==> config.mk <==
export PLATFORM = sky130hd
export DESIGN_NAME = simon_cue_player
export DESIGN_NICKNAME = d
export VERILOG_FILES = /design/src/rtl/simon_pkg.sv /design/src/rtl/tone_gen.sv /design/src/rtl/simon_cue_player.sv
export SDC_FILE = /design/constraint.sdc
export NUM_CORES = 1
export LEC_CHECK = 0
export CAP_MARGIN = 5
export CORE_UTILIZATION = 50
export CTS_CLUSTER_SIZE = 40
export DETAILED_ROUTE_END_ITERATION = 16
export PLACE_DENSITY = 0.73
export SLEW_MARGIN = 20
export SYNTH_ARGS = -nofsm -noshare
export SYNTH_HDL_FRONTEND = slang
export SYNTH_SLANG_ARGS = --single-unit
==> constraint.sdc <==
create_clock -name clk -period 2.7 [get_ports clk]
set_clock_uncertainty 0.05 [all_clocks]
set_input_delay 0.405 -clock clk [delete_from_list [all_inputs] [get_ports clk]]
set_output_delay 0.405 -clock clk [all_outputs]
set_load 0.005 [all_outputs]
==> src/rtl/simon_pkg.sv <==
`default_nettype none
// ============================================================================
//  Module      : simon_pkg
//  Description : Shared Simon game definitions. Provides the colour codes,
//                the per-colour tone half-periods and small lookup helpers.
//                Used by the cue player, the button debouncer and the game
//                sequencer.
//  Revision    : 1.0 - initial release
// ============================================================================
package simon_pkg;

    // Colour codes; the LED bit index equals the colour code
    localparam logic [1:0] c_GREEN  = 2'd0;
    localparam logic [1:0] c_RED    = 2'd1;
    localparam logic [1:0] c_YELLOW = 2'd2;
    localparam logic [1:0] c_BLUE   = 2'd3;

    // Tone half-periods in clocks (about 415/310/252/209 Hz at 50 kHz)
    localparam logic [6:0] c_HALF_GREEN  = 7'd60;
    localparam logic [6:0] c_HALF_RED    = 7'd81;
    localparam logic [6:0] c_HALF_YELLOW = 7'd99;
    localparam logic [6:0] c_HALF_BLUE   = 7'd120;

    // One-hot LED pattern for a colour code
    function automatic logic [3:0] color_onehot(input logic [1:0] color);
        color_onehot = 4'b0001 << color;
    endfunction

    // Tone half-period for a colour code
    function automatic logic [6:0] half_period_of(input logic [1:0] color);
        case (color)
            c_GREEN:  half_period_of = c_HALF_GREEN;
            c_RED:    half_period_of = c_HALF_RED;
            c_YELLOW: half_period_of = c_HALF_YELLOW;
            c_BLUE:   half_period_of = c_HALF_BLUE;
            default:  half_period_of = c_HALF_GREEN;
        endcase
    endfunction

endpackage : simon_pkg
`default_nettype wire

==> src/rtl/tone_gen.sv <==
`default_nettype none
// ============================================================================
//  Module      : tone_gen
//  Description : Free-running square-wave divider for the piezo. The output
//                toggles every half_period enabled cycles and is held low
//                (with the divider cleared) whenever enable is low.
//  Revision    : 1.0 - initial release
// ============================================================================
module tone_gen (
    input  logic       clk,
    input  logic       reset,
    input  logic       enable,
    input  logic [6:0] half_period,
    output logic       tone
);

    logic [6:0] r_div;
    logic       r_tone;

    // Divider and tone flop. The owner raises enable on the accept edge, one
    // cycle ahead of the first ON cycle, so counting restarts at 1 after a
    // toggle to land the first rising edge exactly half_period cycles into ON.
    always_ff @(posedge clk) begin
        if (reset || !enable) begin
            r_div  <= 7'd0;
            r_tone <= 1'b0;
        end else if (r_div == half_period) begin
            r_div  <= 7'd1;
            r_tone <= ~r_tone;
        end else begin
            r_div  <= r_div + 7'd1;
        end
    end

    assign tone = r_tone;

endmodule : tone_gen
`default_nettype wire

==> src/rtl/simon_cue_player.sv <==
`default_nettype none
// ============================================================================
//  Module      : simon_cue_player
//  Description : Output-side cue driver for the Simon game. Accepts one colour
//                request over valid/ready, lights the matching LED with its
//                tone for ON_CYCLES clocks, then holds a dark gap of
//                GAP_CYCLES clocks and pulses done. A stop input aborts the
//                cue at any point without a done pulse.
//  Revision    : 1.0 - initial release
// ============================================================================
module simon_cue_player
    import simon_pkg::*;
#(
    parameter int CNT_W      = 16,
    parameter int ON_CYCLES  = 25000,
    parameter int GAP_CYCLES = 5000
) (
    input  logic       clk,
    input  logic       reset,
    input  logic       req_valid,
    input  logic [1:0] req_color,
    output logic       req_ready,
    input  logic       stop,
    output logic [3:0] led,
    output logic       tone,
    output logic       busy,
    output logic       done
);

    // State encoding
    localparam logic [1:0] c_ST_IDLE = 2'd0;
    localparam logic [1:0] c_ST_ON   = 2'd1;
    localparam logic [1:0] c_ST_GAP  = 2'd2;

    // Terminal counts of the duration counter
    localparam logic [CNT_W-1:0] c_ON_TC  = CNT_W'(ON_CYCLES - 1);
    localparam logic [CNT_W-1:0] c_GAP_TC = CNT_W'(GAP_CYCLES - 1);

    logic [1:0]       r_state;
    logic [CNT_W-1:0] r_cnt;
    logic [1:0]       r_color;
    logic [3:0]       r_led;
    logic             r_busy;
    logic             r_done;
    logic             r_req_ready;

    logic             w_accept;
    logic             w_tone_en;
    logic [6:0]       w_half;

    // A request is taken only in IDLE, and stop always wins over it
    assign w_accept = (r_state == c_ST_IDLE) && req_valid && !stop;

    // Tone runs while the next cycle is an ON cycle, so it is low on the
    // first GAP cycle and on the cycle after any stop
    assign w_tone_en = w_accept ||
                       ((r_state == c_ST_ON) && !stop && (r_cnt != c_ON_TC));

    assign w_half = half_period_of(r_color);

    // Cue sequencing: state, duration counter, latched colour and all
    // registered outputs are updated together on each edge
    always_ff @(posedge clk) begin
        if (reset) begin
            r_state     <= c_ST_IDLE;
            r_cnt       <= '0;
            r_color     <= c_GREEN;
            r_led       <= 4'b0000;
            r_busy      <= 1'b0;
            r_done      <= 1'b0;
            r_req_ready <= 1'b1;
        end else begin
            r_done <= 1'b0;
            case (r_state)
                c_ST_IDLE: begin
                    if (w_accept) begin
                        r_state     <= c_ST_ON;
                        r_cnt       <= '0;
                        r_color     <= req_color;
                        r_led       <= color_onehot(req_color);
                        r_busy      <= 1'b1;
                        r_req_ready <= 1'b0;
                    end
                end
                c_ST_ON: begin
                    if (stop) begin
                        r_state     <= c_ST_IDLE;
                        r_cnt       <= '0;
                        r_led       <= 4'b0000;
                        r_busy      <= 1'b0;
                        r_req_ready <= 1'b1;
                    end else if (r_cnt == c_ON_TC) begin
                        r_state <= c_ST_GAP;
                        r_cnt   <= '0;
                        r_led   <= 4'b0000;
                    end else begin
                        r_cnt <= r_cnt + CNT_W'(1);
                    end
                end
                c_ST_GAP: begin
                    if (stop) begin
                        r_state     <= c_ST_IDLE;
                        r_cnt       <= '0;
                        r_busy      <= 1'b0;
                        r_req_ready <= 1'b1;
                    end else if (r_cnt == c_GAP_TC) begin
                        r_state     <= c_ST_IDLE;
                        r_cnt       <= '0;
                        r_busy      <= 1'b0;
                        r_req_ready <= 1'b1;
                        r_done      <= 1'b1;
                    end else begin
                        r_cnt <= r_cnt + CNT_W'(1);
                    end
                end
                default: begin
                    r_state     <= c_ST_IDLE;
                    r_cnt       <= '0;
                    r_led       <= 4'b0000;
                    r_busy      <= 1'b0;
                    r_req_ready <= 1'b1;
                end
            endcase
        end
    end

    tone_gen u_tone_gen (
        .clk         (clk),
        .reset       (reset),
        .enable      (w_tone_en),
        .half_period (w_half),
        .tone        (tone)
    );

    assign led       = r_led;
    assign busy      = r_busy;
    assign done      = r_done;
    assign req_ready = r_req_ready;

endmodule : simon_cue_player
`default_nettype wire
==> summary.txt, run 1 <==
status: finished clean
Slew @ Worst Pin: 466.7 ps
DP HPWL: 2.723 mm
Overall Power: 1436 uW
wire length on met1: 1.888 mm
htree depth: 2
DRC Markers: 0
Die ar.: 0.004049 sq mm
peak supply drop: 290.3 uV
LEAKAGE: 0.0007361 uW
share of cells above drive strength 1: 6.148%
DR top layer: met4
post-synth top area share: 36.89%
CTS buffer count: 5
cell count after synthesis: 229
Maximum Capacitance Violations: 0
sequential cell area: 700.7 sq um
Synth cell types: 39
Yosys reg bits: 35
row cnt: 22
critical path capture point type: flip-flop
Critical Path AT: 2440 ps
GR Util All Layers: 21.11%
Area Overhead vs Synth: 14.69%
fin crit share: 85.83%
unrepaired setup endpoints after global routing: false
net count after synthesis: 245
GRT overflow: 0
cell area after synthesis: 0.001899 sq mm
sequential fraction of the synthesis area: 36.89%
DRT iter0 DRCs: 79
Post-synth top cells: dfxtp_1, nor2_1, nand2_1
GP Congestion: 0.8694
post-route ant nets: 0
worst stage delay on the critical path: 570 ps
Area contributors post-synth: dfxtp_1, ha_1, nor2_1
Clk Latency, worst-skew pair: 280 ps
Hold WC Path Type: reg -> reg
Synth Flop Type: dfxtp_1
port bufs: 13
fin crit period: 2317 ps
Finish-stage setup viols: 0
post-CTS setup buffer count: 0
WL final: 3.707 mm
multi-input logic area: 0.001127 sq mm
crit path cell chain: or4b_4 > nor4_1 > nor2b_1 > or4_1 > o31a_1
WS Path Type: reg -> reg
metal2 WL: 1.622 mm
CTS root buf: clkbuf_8
Post-synth EDFFs: 0
Required @ worst endpoint: 2820 ps
vias in the first global route: 1521
CTS tree: built
Setup TNS Final: 0 ps
Resized cells post-CTS: 0
Die W: 63.64 um
Worst path slowest cell: or4b_4
nets: 259
maximum clock path buffer count: 2
Clock Pin Slew Worst Setup and Hold Paths: 70 ps
Setup crit start kind: flip-flop
worst rel slew slack: 68.82%
Inserted Diodes: 0
Final Hold Violating Endpoints: 0
Vias: 1590
first-pass GRT wire length: 6.706 mm
Max Clock Freq: 0.4315 GHz
initial antenna violation count: 0
# IOs: 14
fill count: 314
final core utilization: 59.50%
Syn. warnings: 0
hold buffer count at cts: 0
top-count cell post-synth: dfxtp_1
per-cell routed wire length: 12.70 um
Core ar.: 0.003661 sq mm
vias per cell: 5.445
max-slew violation count: 0
Mapped Avg Cell Area: 8.294 sq um
DRT Pass-1 Iters: 4
Die Ht: 63.64 um
largest net degree at the start of global routing: 20
Synth area leader: dfxtp_1
Starting Density: 51.88%
Sink Count: 35
crit path max fanout: 6
Post-synth ARST share: 0%
metal3 WL: 136 um
PD cells: 659.2 mW/mm^2
==> logic make-up (layout without fill, tap and decap cells) <==
| logic type | after synthesis | in the layout | share of synthesized area [%] |
|---|---|---|---|
| adders and majority gates | 10 | 10 | 6.588 |
| and+or+nand+nor | 115 | 115 | 33.66 |
| xor gates and xnor gates | 16 | 16 | 7.378 |
| muxes | 2 | 2 | 1.054 |
| AOI/OAI and AO/OA | 32 | 32 | 10.67 |
| buffers and inverters | 19 | 34 | 3.755 |
| DFF | 35 | 35 | 36.89 |
==> metal layers <==
metal  up-vias  global-route usage (%)
li1        839                       -
met3         5                   3.804
met4         0                   9.091
met1       717                   27.97
met5         -                       0
met2        29                   33.24
==> final timing paths <==
| kind | from | slack [ps] | end | cells past startpoint |
|---|---|---|---|---|
| max | r_cnt[4]$_SDFFE_PP0N_ | 380 | req_ready$_SDFFE_PP1P_ | 5 |
| min | led[1]$_SDFFE_PP0P_ | 400 | led[1]$_SDFFE_PP0P_ | 2 |
| max reg2reg | r_cnt[4]$_SDFFE_PP0N_ | 380 | req_ready$_SDFFE_PP1P_ | 5 |
| min reg2reg | led[1]$_SDFFE_PP0P_ | 400 | led[1]$_SDFFE_PP0P_ | 2 |
==> final cells by class <==
cell class / count / share of cell area (%)
flip-flops and latches: 35 / 32.17
well taps: 48 / 2.757
clock buffers: 8 / 4.595
multi-input cells: 175 / 51.75
inverters: 10 / 1.723
repair buffers: 16 / 7.007
==> flip-flops by register name (all words and copies together), names as in the netlist <==
| signal | cells |
|---|---|
| busy | 1 |
| done | 1 |
| led | 4 |
| r_cnt | 16 |
| r_color | 2 |
| r_state | 2 |
| req_ready | 1 |
| u_tone_gen.r_div | 7 |
| u_tone_gen.tone | 1 |
==> power by group <==
part	internal (uW)	leakage [uW]	switching (uW)	total (uW)
logic	172	0.000401	275	447
clock network	233	0.0000515	174	407
registers	556	0.000283	25.3	582
==> worst max-delay path, delay by kind of cell, from the launching register on <==
family,cells,cell delay [ps]
and+or+nand+nor,4,1670
DFF,1,360
AOI/OAI and AO/OA,1,120
==> cell usage in the layout (no fill, tap or decap), types with 5 or more instances in the layout <==
cell type / count
a21oi_1: 9
a31oi_1: 7
clkbuf_8: 7
clkdlybuf4s50_1: 13
dfxtp_1: 35
ha_1: 10
inv_1: 10
nand2_1: 20
nand2b_1: 10
nand3_1: 9
nand4_1: 6
nor2_1: 27
nor3_1: 7
nor4_1: 7
o21ai_0: 5
xnor2_1: 9
xor2_1: 7
==> through the flow <==
step	setup WS [ps]	std cells	hold slack [ps]	instance area [sq um]
floorplan	559.6	229	398.2	1899
global route	257.6	292	434.0	2178
finish	382.6	292	403.1	2178
detailed placement	411.7	284	394.1	2078
CTS	399.1	292	404.1	2178
global placement	479.8	284	387.7	2078
Note: power is estimated with default switching activity, not from simulation.
==> run 2: changes to the inputs <==
--- a/config.mk
+++ b/config.mk
@@ -9,7 +9,8 @@
 export CORE_UTILIZATION = 50
 export CTS_CLUSTER_SIZE = 40
 export DETAILED_ROUTE_END_ITERATION = 16
-export PLACE_DENSITY = 0.73
+export DONT_BUFFER_PORTS = 1
+export PLACE_DENSITY = 0.68
 export SLEW_MARGIN = 20
 export SYNTH_ARGS = -nofsm -noshare
 export SYNTH_HDL_FRONTEND = slang
==> summary.txt, run 2 (synthesis results as in run 1) <==
Hold WC Path Type: in -> reg
Final Hold Violating Endpoints: 0
DP Cell Count: 271
worst rel slew slack: 69.45%
post-route insts no fill: 279
DRT iter0 DRCs: 102
post-CTS setup buffer count: 0
port bufs: 0
worst hold start: reset
Clock Pin Slew Worst Setup and Hold Paths: 70 ps
Die Ht: 63.64 um
PD cells: 703.9 mW/mm^2
DP HPWL: 2.709 mm
largest register by flop count: r_cnt
initial antenna violation count: 0
DRC Markers: 0
# IOs: 14
Area Overhead vs Synth: 8.498%
commonest cells after routing, fill and taps aside: dfxtp_1, nor2_1, nand2_1
vias per cell: 5.706
CTS root buf: clkbuf_8
per-cell routed wire length: 13.58 um
row cnt: 22
crit path max fanout: 6
LEAKAGE: 0.0006954 uW
fill count: 335
largest net degree at the start of global routing: 29
post-route ant nets: 0
peak supply drop: 396.1 uV
hold slack: 123.0 ps
critical path capture point type: flip-flop
CTS buffer count: 5
hold buffer count at cts: 0
Finish-stage setup viols: 0
Overall Power: 1451 uW
DRT Pass-1 Iters: 4
Setup crit start kind: flip-flop
Core ar.: 0.003661 sq mm
Maximum Capacitance Violations: 0
Max Clock Freq: 0.4342 GHz
number of flip-flops in the largest register: 16
design area: 0.002061 sq mm
maximum clock path buffer count: 2
Slew @ Worst Pin: 458.3 ps
fin crit share: 85.30%
Vias: 1592
Setup crit start: r_cnt[4]$_SDFFE_PP0N_
Placed Instance Area: 0.001948 sq mm
htree depth: 2
max-slew violation count: 0
multi-input logic area: 0.001127 sq mm
Resized cells post-CTS: 0
GR Util All Layers: 21.52%
Die ar.: 0.004049 sq mm
first-pass GRT wire length: 6.706 mm
Starting Density: 51.88%
GRT overflow: 0
GP Congestion: 0.8316
WS Path Type: reg -> reg
vias in the first global route: 1461
Inserted Diodes: 0
commonest non-fill, non-tap cell in the layout: dfxtp_1
nets: 246
Required @ worst endpoint: 2830 ps
unrepaired setup endpoints after global routing: false
sequential cell area: 700.7 sq um
CTS tree: built
Clk Latency, worst-skew pair: 290 ps
worst r2r src: r_cnt[4]$_SDFFE_PP0N_
fin crit period: 2303 ps
status: finished clean
Critical Path AT: 2440 ps
Setup TNS Final: 0 ps
Die W: 63.64 um
Sink Count: 35
WL final: 3.789 mm
share of cells above drive strength 1: 6.926%
run 2: critical path: stages, from the launching register on:
cell and delay, ps:
dfxtp_1 360, or4b_4 580, nor4_1 410, nor2b_1 130, or4_1 550, o31a_1 120
run 2: per-layer routing:
metal,global-route usage [%],vias up,wire [um]
met5,0,-,0
met4,11.08,0,74
met3,6.522,8,198
met2,31.91,31,1612
met1,27.83,738,1904
li1,-,815,-
run 2: layout make-up:
| cell class | instances | share of cell area [%] |
|---|---|---|
| clock inverters | 3 | 2.125 |
| repair buffers | 3 | 1.093 |
| inverters | 10 | 1.821 |
| well taps | 48 | 2.914 |
| multi-input cells | 175 | 54.71 |
| clock buffers | 5 | 3.339 |
| flip-flops and latches | 35 | 34.00 |
run 2: metrics by stage:
| step | util (%) | setup WS [ps] |
|---|---|---|
| final | 56.29 | 396.9 |
| after CTS | 56.29 | 404.5 |
| after detailed placement | 53.21 | 419.8 |
| after global placement | 53.21 | 474.3 |
| after global routing | 56.29 | 289.0 |
| after floorplan | - | 559.6 |
run 2: path summary, 6_finish.rpt:
check                            endpoint  cells after the start  slack (ps)
hold / removal    r_state[1]$_SDFFE_PP0P_                      1         120
setup reg to reg   req_ready$_SDFFE_PP1P_                      5         400
hold reg to reg       led[1]$_SDFFE_PP0P_                      2         410
setup / recovery   req_ready$_SDFFE_PP1P_                      5         400
run 2: power by group:
group          switching (uW)  leakage (uW)  internal (uW)
Clock                     196     0.0000581            275
Combinational             255      0.000354            140
Sequential               28.4      0.000283            556
Total                     479      0.000695            971
==> run 3: changes to the inputs <==
--- a/config.mk
+++ b/config.mk
@@ -14,4 +14,5 @@
 export SLEW_MARGIN = 20
 export SYNTH_ARGS = -nofsm -noshare
 export SYNTH_HDL_FRONTEND = slang
+export SYNTH_HIERARCHICAL = 1
 export SYNTH_SLANG_ARGS = --single-unit
==> summary.txt, run 3 <==
complex-gate fraction of the synthesized area: 11.37%
commonest non-fill, non-tap cell in the layout: dfxtp_1
Synth cell types: 44
simple-gate area share of the yosys netlist: 28.95%
Die Ht: 64.58 um
DRT iter0 DRCs: 36
initial antenna violation count: 0
DRC Markers: 0
number of flip-flops in the largest register: 16
NetSw: 516.8 uW
Int Pwr: 1035 uW
cell area after synthesis: 0.001958 sq mm
final core utilization: 56.77%
DRT Pass-1 Iters: 4
Inserted Diodes: 0
combinational share of power: 30.5%
net count after synthesis: 242
Setup TNS Final: 0 ps
Max Clock Freq: 0.4187 GHz
Die ar.: 0.004171 sq mm
largest family of logic cells by synthesized area: simple AND/OR/NAND/NOR gates
Post-synth top cells: dfxtp_1, nor2_1, nand2_1
vias in the first global route: 1401
CTS tree: built
Area Overhead vs Synth: 7.731%
peak supply drop: 443.5 uV
PD cells: 735.6 mW/mm^2
CTS root buf: clkbuf_8
mux contribution to synthesized area: 3.642%
worst rel slew slack: 49.91%
post-route insts no fill: 274
Slew @ Worst Pin: 746.9 ps
Buf/Inv on CP: 1
fill count: 340
top-count cell post-synth: dfxtp_1
post-CTS setup buffer count: 0
Setup crit start kind: flip-flop
Clock Power Share: 31.6%
fin crit period: 2388 ps
Vias: 1504
WS Path Type: reg -> reg
Finish-stage setup viols: 0
share of cells above drive strength 1: 8.407%
crit path max fanout: 14
Post-Synth Adder-Cell Area: 6.390%
# IOs: 14
worst stage delay on the critical path: 620 ps
Hold WC Path Type: in -> reg
Clock Pin Slew Worst Setup and Hold Paths: 70 ps
DP Cell Count: 266
hold buffer count at cts: 0
Area contributors post-synth: dfxtp_1, ha_1, xnor2_1
GR Util All Layers: 20.31%
Mapped Avg Cell Area: 8.664 sq um
port bufs: 0
htree depth: 2
Worst path slowest cell: a21boi_2
Clk Latency, worst-skew pair: 290 ps
Maximum Capacitance Violations: 0
Synth Flop Type: dfxtp_1
Sink Count: 35
crit path cell chain: ha_1 > and4_1 > nor4b_4 > a21boi_2 > inv_2 > nand2_1 > nor2b_1 > o21ai_1 > nor2_1
unrepaired setup endpoints after global routing: false
post-synth top area share: 35.78%
switching part of the total power: 33.30%
DP HPWL: 2.602 mm
largest register by flop count: r_cnt
Seq pwr share: 37.9%
post-synthesis xor/xnor area fraction: 9.840%
critical path capture point type: flip-flop
row cnt: 22
Synth area leader: dfxtp_1
Critical Path AT: 2570 ps
multi-input logic area: 0.001179 sq mm
commonest cells after routing, fill and taps aside: dfxtp_1, nor2_1, nand2_1
vias per cell: 5.489
post-route ant nets: 0
fin crit share: 88.45%
LEAKAGE: 0.0007445 uW
Yosys reg bits: 35
per-cell routed wire length: 13.41 um
GRT overflow: 0
Die W: 64.58 um
Syn. warnings: 6
first-pass GRT wire length: 6.417 mm
Starting Density: 52.69%
max-slew violation count: 0
Final Hold Violating Endpoints: 0
WL final: 3.675 mm
CTS buffer count: 5
Resized cells post-CTS: 0
GP Congestion: 0.8406
cell count after synthesis: 226
Core ar.: 0.003716 sq mm
Crit path max-delay family: simple AND/OR/NAND/NOR gates
Required @ worst endpoint: 2880 ps
maximum clock path buffer count: 2
status: finished clean
nets: 241
largest net degree at the start of global routing: 26
Post-synth EDFFs: 0
Post-synth ARST share: 0%
sequential cell area: 700.7 sq um
sequential fraction of the synthesis area: 35.78%
[run 3: changes by cell type after synthesis, moves of 5 or more]
cell      delta
a31oi_1      -6
o211ai_1     +5
nor4_1       -5
nor2_1       -6
and2_1       +6
[run 3: worst paths after layout]
check	startpoint	end	slack (ps)	cells past startpoint
max	r_cnt[0]$_SDFFE_PP0N_	u_tone_gen/r_div[3]$_SDFF_PP0_	310	9
min	reset	r_state[1]$_SDFFE_PP0P_	120	1
max reg2reg	r_cnt[0]$_SDFFE_PP0N_	u_tone_gen/r_div[3]$_SDFF_PP0_	310	9
min reg2reg	busy$_SDFFE_PP0P_	busy$_SDFFE_PP0P_	430	2
[run 3: final cells by class]
type                            instances  share of cell area, %
Clock buffer                            6                  3.915
Clock inverter                          2                  1.661
Inverter                               12                  2.135
Multi-Input combinational cell        170                  55.87
Sequential cell                        35                  33.21
Tap cell                               48                  2.847
Timing Repair Buffer                    1                 0.3559
[run 3: worst register-to-register path, cell delays in order (launching register included)]
cell and delay, ps:
dfxtp_1 340, ha_1 260, and4_1 280, nor4b_4 160
a21boi_2 620, inv_2 40, nand2_1 70, nor2b_1 170
o21ai_1 200, nor2_1 140
[run 3: per-stage QoR]
| step | instance area [sq um] | hold slack, ps | total power (uW) | worst slack (ps) |
|---|---|---|---|---|
| floorplan | 1958 | 394.4 | 987.3 | 542.7 |
| global placement | 1992 | 408.5 | 1067 | 431.0 |
| detailed placement | 1992 | 414.5 | 1075 | 342.4 |
| CTS | 2110 | 111.4 | 1568 | 324.6 |
| global route | 2110 | 102.4 | 1653 | 123.1 |
| finish | 2110 | 122.5 | 1552 | 311.8 |
[run 3: power by group through the flow]
stage / Clock (uW) / Combinational (uW) / Sequential [uW]
after floorplan: 0 / 395 / 592
after CTS: 502 / 476 / 589
after detailed placement: 0 / 474 / 601
after global placement: 0 / 467 / 600
after global routing: 526 / 532 / 595
final: 491 / 473 / 588
[run 3: logic make-up (layout without fill, tap and decap cells)]
| logic type | count (synthesis) | in the layout |
|---|---|---|
| and+or+nand+nor | 100 | 100 |
| DFF | 35 | 35 |
| AOI/OAI and AO/OA | 31 | 31 |
| xor gates and xnor gates | 22 | 22 |
| buffers and inverters | 21 | 21 |
| adders and majority gates | 10 | 10 |
| muxes | 7 | 7 |
[run 3: layer usage]
metal	vias to the layer above	GRT usage [%]	routed length, um
met5	-	0	0
met3	8	6.338	121
li1	783	-	-
met1	696	25.89	1883
met4	0	10.00	70
met2	17	30.79	1599
